[config.mk]
export PLATFORM = sky130hd
export DESIGN_NAME = ble_cfg_core_flat
export DESIGN_NICKNAME = d
export VERILOG_FILES = /design/src/rtl/ble_cfg_core_if.sv /design/src/rtl/ble_cfg_core.sv /design/src/flat_wrapper.sv
export SDC_FILE = /design/constraint.sdc
export NUM_CORES = 1
export LEC_CHECK = 0
export BUFFER_PORTS_ARGS = -buffer_cell sky130_fd_sc_hd__buf_4
export CAP_MARGIN = 20
export CORE_MARGIN = 2
export CORE_UTILIZATION = 50
export CTS_CLUSTER_SIZE = 14
export DETAILED_ROUTE_END_ITERATION = 8
export PLACE_DENSITY = 0.71
export SETUP_SLACK_MARGIN = 0.1
export SLEW_MARGIN = 15
export SYNTH_ARGS = -nofsm -noshare
export SYNTH_HDL_FRONTEND = slang
export SYNTH_SLANG_ARGS = --single-unit
[constraint.sdc]
create_clock -name clk -period 1.8 [get_ports clk]
set_clock_uncertainty 0.2 [all_clocks]
set_input_delay 0.36 -clock clk [delete_from_list [all_inputs] [get_ports clk]]
set_output_delay 0.36 -clock clk [all_outputs]
set_load 0.01 [all_outputs]
[src/rtl/ble_cfg_core_if.sv]
// rtl/ble_cfg_core_if.sv - configuration stream and LUT datapath bundle for one BLE
interface ble_cfg_core_if #(
    parameter int LUT_K = 4
);
    logic             cfg_en;
    logic             cfg_din;
    logic             cfg_dout;
    logic             cfg_done;
    logic             cfg_valid;
    logic [LUT_K-1:0] lut_in;
    logic             ble_out;
    logic [3:0]       sel_direction_BLEout;

    modport master (
        output cfg_en, cfg_din, lut_in,
        input  cfg_dout, cfg_done, cfg_valid, ble_out, sel_direction_BLEout
    );

    modport slave (
        input  cfg_en, cfg_din, lut_in,
        output cfg_dout, cfg_done, cfg_valid, ble_out, sel_direction_BLEout
    );
endinterface

[src/rtl/ble_cfg_core.sv]
// rtl/ble_cfg_core.sv - 4-input LUT BLE with optional output FF and double-buffered serial config
module ble_cfg_core #(
    parameter int LUT_K    = 4,
    parameter int CFG_BITS = 21
) (
    input logic           clk,
    input logic           rst,
    ble_cfg_core_if.slave bus
);
    localparam int         MASK_W = 1 << LUT_K;
    localparam logic [4:0] LAST   = 5'(CFG_BITS - 1);

    typedef enum logic {IDLE, SHIFT} state_t;

    state_t              state, state_nx;
    logic [4:0]          cnt, cnt_nx;
    logic                shift, commit;
    logic [CFG_BITS-1:0] shadow;
    logic [CFG_BITS-1:0] shadow_nx;

    logic [MASK_W-1:0]   mask;
    logic                ff_sel;
    logic [3:0]          dir;
    logic                ff_q;
    logic                lut_o;
    logic                done_q;
    logic                valid_q;

    // New bit enters at the top so the first bit sent ends up in shadow[0].
    assign shadow_nx = {bus.cfg_din, shadow[CFG_BITS-1:1]};

    always_comb begin
        state_nx = state;
        cnt_nx   = cnt;
        shift    = 1'b0;
        commit   = 1'b0;
        case (state)
            IDLE: begin
                if (bus.cfg_en) begin
                    shift    = 1'b1;
                    cnt_nx   = 5'd1;
                    state_nx = SHIFT;
                end
            end
            SHIFT: begin
                if (bus.cfg_en) begin
                    shift = 1'b1;
                    if (cnt == LAST) begin
                        commit   = 1'b1;
                        cnt_nx   = 5'd0;
                        state_nx = IDLE;
                    end else begin
                        cnt_nx = cnt + 5'd1;
                    end
                end
            end
            default: state_nx = IDLE;
        endcase
    end

    always_ff @(posedge clk or posedge rst) begin
        if (rst) begin
            state  <= IDLE;
            cnt    <= 5'd0;
            shadow <= '0;
        end else begin
            state <= state_nx;
            cnt   <= cnt_nx;
            if (shift) begin
                shadow <= shadow_nx;
            end
        end
    end

    // Active configuration loads from the post-shift shadow so the 21st bit is included.
    always_ff @(posedge clk or posedge rst) begin
        if (rst) begin
            mask    <= '0;
            ff_sel  <= 1'b0;
            dir     <= 4'd0;
            ff_q    <= 1'b0;
            done_q  <= 1'b0;
            valid_q <= 1'b0;
        end else begin
            done_q <= commit;
            if (commit) begin
                mask    <= shadow_nx[MASK_W-1:0];
                ff_sel  <= shadow_nx[MASK_W];
                dir     <= shadow_nx[MASK_W+4:MASK_W+1];
                ff_q    <= 1'b0;
                valid_q <= 1'b1;
            end else begin
                ff_q <= lut_o;
            end
        end
    end

    assign lut_o                    = mask[bus.lut_in];
    assign bus.ble_out              = ff_sel ? ff_q : lut_o;
    assign bus.sel_direction_BLEout = dir;
    assign bus.cfg_dout             = shadow[0];
    assign bus.cfg_done             = done_q;
    assign bus.cfg_valid            = valid_q;
endmodule
[src/flat_wrapper.sv]
// flat-port wrapper written by rule: the top's interface ports become plain ports
module ble_cfg_core_flat 
#(
    parameter int LUT_K    = 4,
    parameter int CFG_BITS = 21
)
  (clk, rst, bus_cfg_en, bus_cfg_din, bus_lut_in, bus_cfg_dout, bus_cfg_done, bus_cfg_valid, bus_ble_out, bus_sel_direction_BLEout);
  ble_cfg_core_if #(.LUT_K(LUT_K)) bus_i ();
  input logic clk;
  input logic rst;
  input wire logic [$bits(bus_i.cfg_en)-1:0] bus_cfg_en;
  input wire logic [$bits(bus_i.cfg_din)-1:0] bus_cfg_din;
  input wire logic [$bits(bus_i.lut_in)-1:0] bus_lut_in;
  output wire logic [$bits(bus_i.cfg_dout)-1:0] bus_cfg_dout;
  output wire logic [$bits(bus_i.cfg_done)-1:0] bus_cfg_done;
  output wire logic [$bits(bus_i.cfg_valid)-1:0] bus_cfg_valid;
  output wire logic [$bits(bus_i.ble_out)-1:0] bus_ble_out;
  output wire logic [$bits(bus_i.sel_direction_BLEout)-1:0] bus_sel_direction_BLEout;
  assign bus_i.cfg_en = bus_cfg_en;
  assign bus_i.cfg_din = bus_cfg_din;
  assign bus_i.lut_in = bus_lut_in;
  assign bus_cfg_dout = bus_i.cfg_dout;
  assign bus_cfg_done = bus_i.cfg_done;
  assign bus_cfg_valid = bus_i.cfg_valid;
  assign bus_ble_out = bus_i.ble_out;
  assign bus_sel_direction_BLEout = bus_i.sel_direction_BLEout;
  ble_cfg_core #(.LUT_K(LUT_K), .CFG_BITS(CFG_BITS)) u_core (.clk(clk), .rst(rst), .bus(bus_i));
endmodule
* After elaboration in Yosys (flattened, before gate mapping) *
Index checks and enable logic that the tools add are counted.

word-level totals
  bits in registers = 51
  bits in latches = 0
  bits in writable memories = 0
  memory bits (read-only) = 0
  input port bits = 8
  output and inout bits = 8
  memories = 0

cells by class
  add/subtract/negate cells = 1
  $mul = 0
  divide/modulo/power cells = 0
  order comparisons = 1
  eq/ne operators = 3
  shift-type cells = 0
  muxes and demuxes = 15
  bitwise operators = 1
  reductions and logical operators = 1

operators with widths
  operator               number
  $mux W5                3
  $pmux W5 S2            1
  $mux W1                9
  $add A5 B1 Y5 const B  1
  $eq A5 B5 Y1 const B   1
  $lt A4 B5 Y1 const B   1
  $bmux W1 S4            1
  $ne A2 B2 Y1 const B   2
  $pmux W1 S2            1
  $reduce_and A2 Y1      1
  $not A1 Y1             1

* Longest topological paths before layout *
  depth in word-level cells = 5
  mapped depth = 6
  gate-level depth less buffers = 5

* Least setup slack after synthesis *
Ideal clock, no wire load.

  path kind = input -> output
  from = input port bus_lut_in[2]
  to = output port bus_ble_out
  arrival time = 1.448 ns
  path slack = -0.208 ns
  stages = 4
  cell sequence = buf_6 -> mux2i_1 -> mux4_2 -> a221oi_1

on the way
  longest elaborated chain between the ends = 3

RTL lines
  element                        RTL line            text
  from (decl)                    flat_wrapper.sv:13  input wire logic [$bits(bus_i.lut_in)-1:0] bus_lut_in;
  $bmux W1 S4                    ble_cfg_core.sv:98  assign lut_o = mask[bus.lut_in];
  $mux W1 (not written as such)  ble_cfg_core.sv:98
  $mux W1                        ble_cfg_core.sv:99  assign bus.ble_out = ff_sel ? ff_q : lut_o;
  to (decl)                      flat_wrapper.sv:17  output wire logic [$bits(bus_i.ble_out)-1:0] bus_ble_out;

No other way between the ends. The select of a mux whose other input is x is not followed.

* Worst setup path after layout *
  from = register u_core.mask[11]
  to = output port bus_ble_out

on the way
  longest elaborated chain between the ends = 3

RTL lines
  element                        RTL line            text
  from (decl)                    ble_cfg_core.sv:21  logic [MASK_W-1:0] mask;
  from (signal assigned)         ble_cfg_core.sv:87  mask <= shadow_nx[MASK_W-1:0];
  $bmux W1 S4                    ble_cfg_core.sv:98
  $mux W1 (not written as such)  ble_cfg_core.sv:98
  $mux W1                        ble_cfg_core.sv:99

No other way between the ends. The select of a mux whose other input is x is not followed.

==> reports/metrics.yaml <==
io_pins: 16
drive_above_1_share_pct: 55.9
hold_end: "u_core.bus.sel_direction_BLEout[3]"
rows: 24
die_h_um: 70.2
numCtsBuffers: 5
pwr-share-comb_pct: 32.0
rrSetupSlack_ns: -0.07
dpl.hpwl_um: 2390
antenna_found_initial: 0
stdcell_count: 240
clk_latency_ns: 0.30
cts_sinks: 51
report.final.slew_viol_count: 0
grt_pass1_wl_um: 6580
setup_viol: 22
startpoint_type: "register"
post-route-period-util_pct: 125
min-delay-start: "bus_cfg_din"
crit_chain: "mux2i_1 > mux4_2 > a221oi_4 > buf_4"
cts.clk_slew.worst_paths_ns: 0.08
rsz0062_at_grt: "true"
required_ns: 1.24
pre_cts_ws_ns: -0.276
rr_worst_depth: 7
syn2layout_area_growth_pct: 29.5
swShare_pct: 27.4
nets: 198
max-vdd-ir-drop_uv: 839
path_buf_inv: 1
placed_cells: 223
fp.dieW_um: 70.2
worstSetupEndpointType: "primary output"
root_buffer: "clkbuf_8"
cpPeakStageDelay_ns: 0.52
hold_path.class: "in -> reg"
initialDrtViolationCount: 59
hold_violations: 0
gp_congestion: 0.879
ys_types: 28
rr_startpoint: "u_core.cnt[0]"
cts_tree: "done"
wl_um: 3840
antenna_left: 0
htreeDepth: 2
p_clk_share_pct: 19.3
die-area_um2: 4920
grt_max_degree: 52
critical_path.top_delay_family: "multiplexers"
ys_dominant_reg_cell: "dfrtp_1"
cts.path.max_buffers: 2
grtUsageTotal_pct: 17.3
relSlewSlack_pct: 79.3
synth_fp_nets: 152
ys_seq_area_share_pct: 58.3
grt_pass1_vias: 1330
fin_area_um2: 2840
status: "finished with violations"
synth_warnings: 0
tightest_slew_ns: 0.310
path_class: "reg -> out"
floorplan.initialDensity_pct: 51.0
leakage_uw: 0.00136
fmax_ghz: 0.444
synth_async_sr_flop_share_pct: 100
io_buffers: 15
regToRegEndpoint: "u_core.bus.sel_direction_BLEout[3]"
final_cell_mix: "dfrtp_1 (51), buf_4 (35), mux2_4 (21), mux2_2 (21), mux2i_1 (7)"
p_per_area_nw_per_um2: 1370
antennaDiodeCount: 0
pwr-share-seq_pct: 48.7
p_int_uw: 2830
drt_drc_violations_left: 0
avgSynthCellArea_um2: 15.4
grt_overflow: 0
slowest_stage: "mux4_2"
syn_inst: 142
num_vias: 1248
synth_edf_count: 0
final_common_cell: "dfrtp_1"
path_max_fanout: 2
hold_depth: 2
core_area_um2: 4290
synth-seq-cells: 51
setup_ws_ns: -0.451
maxCapViolCount: 0
layout_min_cycle_time_ns: 2.25
net-switching-power_uw: 1070
viasPerCell: 5.20
cp.arrival_ns: 1.69
place_area_um2: 2560
holdWs_ns: 0.110
synth_area_um2: 2190
violations: "setup timing"
dr.pass1.iters: 4
routedWlPerCell_um: 16.0
==> area by class of cell <==
class	count	area [um^2]
Fill cell	306	1460
Inverter	7	30.0
Clock buffer	6	72.6
Multi-Input combinational cell	78	922
Sequential cell	51	1280
Clock inverter	1	30.0
Tap cell	52	65.1
Timing Repair Buffer	45	440
==> power groups by stage <==
| stage | clock [uW] | sequential, uW | combinational (uW) |
|---|---|---|---|
| 3_3_place_gp | 0 | 1890 | 1120 |
| 2_1_floorplan | 0 | 1840 | 746 |
| 6_report | 752 | 1900 | 1250 |
| 4_1_cts | 780 | 1890 | 1230 |
| 5_1_grt | 822 | 1960 | 1350 |
| 3_5_place_dp | 0 | 1910 | 1170 |
==> worst max-delay path by stage <==
stage	startpoint	to	slack (ns)	cells after the start
4_1_cts	u_core.mask[0]	bus_ble_out	-0.43	5
2_1_floorplan	bus_lut_in[2]	bus_ble_out	-0.11	4
6_report	u_core.mask[11]	bus_ble_out	-0.45	4
5_1_grt	u_core.mask[11]	bus_ble_out	-0.53	4
3_5_place_dp	bus_lut_in[2]	bus_ble_out	-0.28	5
3_3_place_gp	bus_lut_in[2]	bus_ble_out	-0.26	5
==> flip-flops by register name, indices dropped and copies added, names as in the netlist <==
register                         flops
u_core.bus.cfg_valid                 1
u_core.shadow                       21
u_core.state                         1
u_core.ff_q                          1
u_core.mask                         16
u_core.bus.sel_direction_BLEout      4
u_core.bus.cfg_done                  1
u_core.cnt                           5
u_core.ff_sel                        1
==> cells in the mapped netlist, drive strengths merged (3+ instances only) <==
| master | number | share of area [%] |
|---|---|---|
| mux4 | 3 | 3.1 |
| inv | 7 | 1.2 |
| nand3 | 4 | 0.91 |
| buf | 6 | 2.2 |
| mux2i | 7 | 3.2 |
| dfrtp | 51 | 58 |
| mux2 | 42 | 23 |
==> routing by layer <==
metal	part of all wire [%]	wire length [um]	track usage, %
met1	46	1770	23.7
met4	1.5	57	5.77
met3	3.7	142	4.62
met5	0	0	0
met2	49	1870	27.1
==> cell families (layout without fill, tap and decap cells) <==
kind of cell    after synthesis  in the layout  synth area share (%)
flops                        51             51                  58.3
simple gates                 14             14                  4.46
fa+ha+maj                     2              2                  1.14
buf+inv                      13             59                  3.37
compound gates               10             10                  3.14
mux                          52             52                  29.6
==> metrics by stage <==
step                total power [uW]  util, %  setup TNS (ns)
CTS                             3910     65.6          -0.773
floorplan                       2580        -          -0.635
global placement                3010     59.6          -0.263
detailed placement              3080     59.6          -0.342
global route                    4140     66.1           -3.37
finish                          3900     66.1           -1.72
==> repair_timing <==
| action | 4_1_cts | 5_1_grt |
|---|---|---|
| hold buffers | 1 | 0 |
| pin swaps | 2 | 2 |
| endpoints found under the setup margin | 22 | 23 |
| gates cloned | 3 | 0 |
| endpoints found under the hold margin | 51 | 0 |
| gates resized for setup | 12 | 3 |
| buffers inserted | 4 | 3 |
Power figures use the tool's default switching activity.
